File: config.mk
export PLATFORM = sky130hd
export DESIGN_NAME = max_pool1d
export DESIGN_NICKNAME = d
export VERILOG_FILES = /design/src/rtl/max_pool1d.sv
export SDC_FILE = /design/constraint.sdc
export NUM_CORES = 1
export LEC_CHECK = 0
export BUFFER_PORTS_ARGS = -buffer_cell sky130_fd_sc_hd__buf_2
export CORE_MARGIN = 4
export CORE_UTILIZATION = 33
export DETAILED_ROUTE_END_ITERATION = 10
export PLACE_DENSITY = 0.55
export SLEW_MARGIN = 40
export SYNTH_ARGS = -nofsm -noshare
export SYNTH_HDL_FRONTEND = slang
export SYNTH_SLANG_ARGS = --single-unit
File: constraint.sdc
create_clock -name clk_i -period 2.2 [get_ports clk_i]
set_clock_uncertainty 0.1 [all_clocks]
set_input_delay 0.22 -clock clk_i [delete_from_list [all_inputs] [get_ports clk_i]]
set_output_delay 0.22 -clock clk_i [all_outputs]
set_load 0.01 [all_outputs]
File: src/rtl/max_pool1d.sv
// Streaming 1D max-pool: per-lane signed max over non-overlapping POOL_SIZE-beat windows,
// frames split on last. Define MAX_POOL1D_RELU_EN to clamp input lanes at zero (fused ReLU).
module max_pool1d #(
    parameter int unsigned VECTOR_SIZE = 1,
    parameter int unsigned POOL_SIZE   = 2
) (
    input  logic                     clk_i,
    input  logic                     rst_i_n,
    input  logic [VECTOR_SIZE*8-1:0] data_i,
    input  logic                     valid_i,
    input  logic                     last_i,
    output logic                     ready_o,
    output logic [VECTOR_SIZE*8-1:0] data_o,
    output logic                     valid_o,
    output logic                     last_o,
    input  logic                     ready_i
);

    localparam int unsigned CntW = (POOL_SIZE > 1) ? $clog2(POOL_SIZE) : 1;
    localparam logic [CntW-1:0] CntLast = CntW'(POOL_SIZE - 1);

    logic [CntW-1:0]          cnt_q;
    logic [VECTOR_SIZE*8-1:0] acc_q;
    logic [VECTOR_SIZE*8-1:0] data_q;
    logic                     valid_q;
    logic                     last_q;

    logic [VECTOR_SIZE*8-1:0] lane_in;
    logic [VECTOR_SIZE*8-1:0] max_d;
    logic                     in_fire;
    logic                     out_fire;
    logic                     win_done;

    // Single output register with no skid: accept only when it is empty or draining.
    assign ready_o  = !valid_q || ready_i;
    assign in_fire  = valid_i && ready_o;
    assign out_fire = valid_q && ready_i;
    assign win_done = in_fire && ((cnt_q == CntLast) || last_i);

    assign data_o  = data_q;
    assign valid_o = valid_q;
    assign last_o  = last_q;

    always_comb begin
        lane_in = data_i;
`ifdef MAX_POOL1D_RELU_EN
        for (int unsigned k = 0; k < VECTOR_SIZE; k++) begin
            if (data_i[8*k+7]) begin
                lane_in[8*k +: 8] = 8'h00;
            end
        end
`endif
        // First beat of a window seeds the max; later beats compare against the accumulator.
        max_d = lane_in;
        if (cnt_q != '0) begin
            for (int unsigned k = 0; k < VECTOR_SIZE; k++) begin
                if ($signed(acc_q[8*k +: 8]) > $signed(lane_in[8*k +: 8])) begin
                    max_d[8*k +: 8] = acc_q[8*k +: 8];
                end
            end
        end
    end

    always_ff @(posedge clk_i or negedge rst_i_n) begin
        if (!rst_i_n) begin
            cnt_q   <= '0;
            acc_q   <= '0;
            data_q  <= '0;
            valid_q <= 1'b0;
            last_q  <= 1'b0;
        end else if (win_done) begin
            data_q  <= max_d;
            valid_q <= 1'b1;
            last_q  <= last_i;
            cnt_q   <= '0;
        end else begin
            if (out_fire) begin
                valid_q <= 1'b0;
            end
            if (in_fire) begin
                acc_q <= max_d;
                cnt_q <= cnt_q + 1'b1;
            end
        end
    end

endmodule

; Word-level counts from Yosys, hierarchy flattened
; Cells that the tools add are included.
[classes]
n_addsub = 1
order_cmp = 1
muxes = 6
bitwise_logic = 1
n_reduce_logical = 9
[ops]
columns = cell, count
row1 = 8-bit two-way mux, 2
row2 = 8-bit greater-than comparator, 1
row3 = 1-bit two-way mux, 4
row4 = 2-bit nonzero test, 2
row5 = 1-bit logical AND, 3
row6 = 1-bit logical OR, 2
row7 = 2-bit AND reduction, 1
row8 = "1-bit adder, second input constant", 1
row9 = 1-bit zero test, 1
row10 = 1-bit inverter, 1
[word_totals]
ff_bits = 19
in_bits = 13
output_inout_bits = 11

; Longest topological paths before layout
[logic_depth]
depth_word = 6
ltp_mapped = 9

; Worst setup path after synthesis
; OpenSTA, ideal clock, no wires.
[synth_path]
path_type = reg2reg
startpoint = reg acc_q[5]
endpoint = reg data_q[3], in the netlist data_o[3]
setup_ns = 0.123
t_arrival_ns = 1.785
setup_slack_ns = 0.193
stages_incl_launch_ff = 9
path_buffers = 2
synth_period_minus_slack_ns = 2.007
cell_sequence = dfrtp_1 -> ha_1 -> a21o_1 -> a2111oi_4 -> and3_1 -> buf_6 -> buf_12 -> o31a_2 -> a21oi_2
[synth_via]
elab_chain_len = 3
[synth_rtl]
columns = element, line
row1 = start: declaration, 23  ; logic [VECTOR_SIZE*8-1:0] acc_q;
row2 = start signal: assignment, 81  ; acc_q <= max_d;
row3 = 8-bit greater-than comparator, 57  ; if ($signed(acc_q[8*k +: 8]) > $signed(lane_in[8*k +: 8])) begin
row4 = 8-bit two-way mux, 57
row5 = 8-bit two-way mux, 55  ; if (cnt_q != '0) begin
row6 = end signal: assignment, 72  ; data_q <= max_d;
row7 = end: declaration, 24  ; logic [VECTOR_SIZE*8-1:0] data_q;
; No other way between the ends.
; A chain may end at the register's enable or synchronous reset.

; Final worst setup path
[layout_path]
startpoint = reg acc_q[5]
endpoint = reg data_q[6], in the netlist data_o[6]
; The elaborated chain is that of the path after synthesis.

==> qor.yml <==
commonest_cells_after_routing_fill_and_taps_aside: "sky130_fd_sc_hd__buf_2 (23), sky130_fd_sc_hd__dfrtp_1 (19), sky130_fd_sc_hd__inv_1 (17)"
leakage_uw: 0.0006374
antennaDiodeCount: 0
timing.final.setup_violations: 0
antenna_violations_before_repair: 0
globalRouteOverflowTotal: 0
netlist-cell-type-count: 27
routed-via-count: 903
route.detailed.wl_per_inst_um: 12.18
clock-sinks: 19
place.detailed.hpwl_mm: 1.756
cts_resized: 0
timing.final.ws_setup_ps: 145.6
post_route_cells_drive_above_1_share_pct: 34.72
rsz0062_at_grt: "no"
min_period_ps: 2054
design.die.area_mm2: 0.004398
layout-area-overhead-vs-synth_pct: 17.17
initial_core_util_pct: 35.60
detailedRoute.firstPassIterationCount: 4
required_ps: 2290
worst_path_max_delay_cell: "sky130_fd_sc_hd__dfrtp_1"
timing_worst_setup_path_type: "flip-flop to flip-flop"
postSynthRegisterBits: 19
clock_tree.root_cell: "sky130_fd_sc_hd__clkbuf_4"
fin_nets: 166
core-area_mm2: 0.003153
cts_setup_buffers: 0
numCtsBuffers: 3
clk_pin_slew_ps: 100
multi_input_area_um2: 539.3
maxClockFrequency_ghz: 0.4868
synth.cell_area_mm2: 0.001122
io_buffer_count: 23
max_cap_violations: 0
cts_buffer_depth: 2
floorplan.io_pins: 24
layout.cell_area.non_filler_mm2: 0.001315
yosys_warnings: 0
post-route-drc-count: 0
finalWeightedCongestion: 0.7711
timing.critical_path.arrival_ps: 2150
synth_sequential_area_ratio_pct: 42.36
n_fill_cell: 337
ff_latch_area_um2: 475.5
tritoncts_clock_tree: "yes"
grt_use_total_pct: 12.24
mostFrequentLayoutCell: "sky130_fd_sc_hd__buf_2"
worst_vdd_rail_ir_drop_mv: 0.3156
die_width_um: 66.32
layout_worst_path_cycle_share_pct: 93.38
placement.cell_area_mm2: 0.001279
syn_avg_cell_area_um2: 9.593
summed_negative_setup_slack_over_all_endpoints_ps: 0
timing.critical_path.cells: "ha_1, a21o_1, a2111oi_4, and3_1, buf_4, o31a_2, a21oi_2"
max_stage_delay_ps: 410
finish.utilization_pct: 41.71
detailedRoute.firstIterationViolations: 40
final_hold_viol_count: 0
tightestPinTransition_ps: 445.3
wire_length_reported_by_the_detailed_router_mm: 2.289
number_of_rows_in_the_core_area: 20
number_of_routed_nets_with_antenna_violations: 0
critical_path.startpoint_type: "flip-flop"
post_synth_inst_count: 117
grt_pass1_wl_mm: 4.077
class_of_the_worst_hold_path: "input pin to flip-flop"
worstPathMaxFanout: 10
endpoint_kind: "flip-flop"
pwr_density_cell_mw_per_mm2: 918.2
cts-hold-fix-buffers: 1
slew_headroom_pct: 70.32
grt_pass1_vias: 959
fp.dieH_um: 66.32
vias_per_cell: 4.803
grt_start_max_net_pins: 20
htree_levels: 1
outcome: "completed"
clock_insertion_delay_worst_skew_ps: 300
preCtsSetupSlack_ps: 156.0
finalMaxSlewViolations: 0
syn-num-nets: 138
-- registers in the layout (all words and copies together) (netlist names) --
| signal | flops |
|---|---|
| valid_o | 1 |
| last_o | 1 |
| data_o | 8 |
| cnt_q | 1 |
| acc_q | 8 |
-- report_power, final --
group	leakage [µW]	switching, µW	internal, µW
clock	0.0000150	110	70.7
sequential	0.000223	63.5	451
combinational	0.000400	288	225
-- area by class of cell --
cell class | count | share of cell area, %
Timing Repair Buffer | 28 | 11.80
Clock buffer | 4 | 1.998
Inverter | 17 | 4.853
Tap cell | 44 | 4.186
Multi-Input combinational cell | 76 | 41.01
Sequential cell | 19 | 36.16
-- Yosys cell counts --
cell type	instances	share of area (%)
sky130_fd_sc_hd__mux2_2	1	1.0
sky130_fd_sc_hd__dfrtp_1	19	42
sky130_fd_sc_hd__nor2_1	10	3.3
sky130_fd_sc_hd__a2111oi_4	1	2.5
sky130_fd_sc_hd__nand2b_1	1	0.56
sky130_fd_sc_hd__a21oi_1	1	0.45
sky130_fd_sc_hd__buf_12	1	1.8
sky130_fd_sc_hd__o21ai_2	1	0.78
sky130_fd_sc_hd__o211ai_1	1	0.67
sky130_fd_sc_hd__and2_1	1	0.56
sky130_fd_sc_hd__clkbuf_1	2	0.67
sky130_fd_sc_hd__a22o_1	1	0.78
sky130_fd_sc_hd__and3_1	1	0.56
sky130_fd_sc_hd__buf_2	1	0.45
sky130_fd_sc_hd__nand2_1	12	4.0
sky130_fd_sc_hd__inv_1	17	5.7
sky130_fd_sc_hd__a21o_2	1	0.78
sky130_fd_sc_hd__a21o_1	1	0.67
sky130_fd_sc_hd__buf_6	1	1.0
sky130_fd_sc_hd__nand4_1	2	1.1
sky130_fd_sc_hd__nor2b_1	1	0.56
sky130_fd_sc_hd__ha_1	8	8.9
sky130_fd_sc_hd__a21oi_2	8	6.2
sky130_fd_sc_hd__o31a_2	8	7.1
sky130_fd_sc_hd__o21ai_0	8	3.6
sky130_fd_sc_hd__o221ai_1	1	0.78
sky130_fd_sc_hd__o21ai_1	7	3.1
-- cell families after synthesis --
kind of cell	share of synthesized area, %
buffers and inverters	9.587
adders and majority gates	8.919
AOI/OAI and AO/OA	27.43
DFF	42.36
and+or+nand+nor	10.70
muxes	1.003
-- through the flow --
stage	power, µW	hold slack [ps]	std cells
global placement	1030	94.09	183
global route	1325	47.18	188
finish	1207	52.94	188
floorplan	911.2	-175.6	117
detailed placement	1045	99.54	183
CTS	1229	47.93	188
-- worst max-delay path, delay by kind of cell, from the launching register on --
family,cells,cell delay (ps)
flip-flops,1,410
AND/OR/NAND/NOR,1,220
buffers and inverters,1,180
AO/OA/AOI/OAI,4,750
adder cells (fa/ha/maj),1,300
-- per-layer routing --
metal  wire [µm]  global-route usage [%]
met1        1074                   14.09
met2        1066                   21.44
met3         109                   2.721
met4          39                   5.330
met5           0                       0
-- worst paths after layout --
| kind | from | endpoint | cells after the start | slack (ps) |
|---|---|---|---|---|
| max in group asynchronous | rst_i_n | acc_q[5]$_DFFE_PN0P_ | 2 | 1410 |
| min reg2reg | last_o$_DFFE_PN0P_ | last_o$_DFFE_PN0P_ | 1 | 410 |
| min | last_i | last_o$_DFFE_PN0P_ | 2 | 50 |
| max | acc_q[5]$_DFFE_PN0P_ | data_o[6]$_DFFE_PN0P_ | 7 | 150 |
| max reg2reg | acc_q[5]$_DFFE_PN0P_ | data_o[6]$_DFFE_PN0P_ | 7 | 150 |
| min in group asynchronous | rst_i_n | acc_q[1]$_DFFE_PN0P_ | 2 | 280 |
No activity file was read; power rests on OpenSTA's default activity.
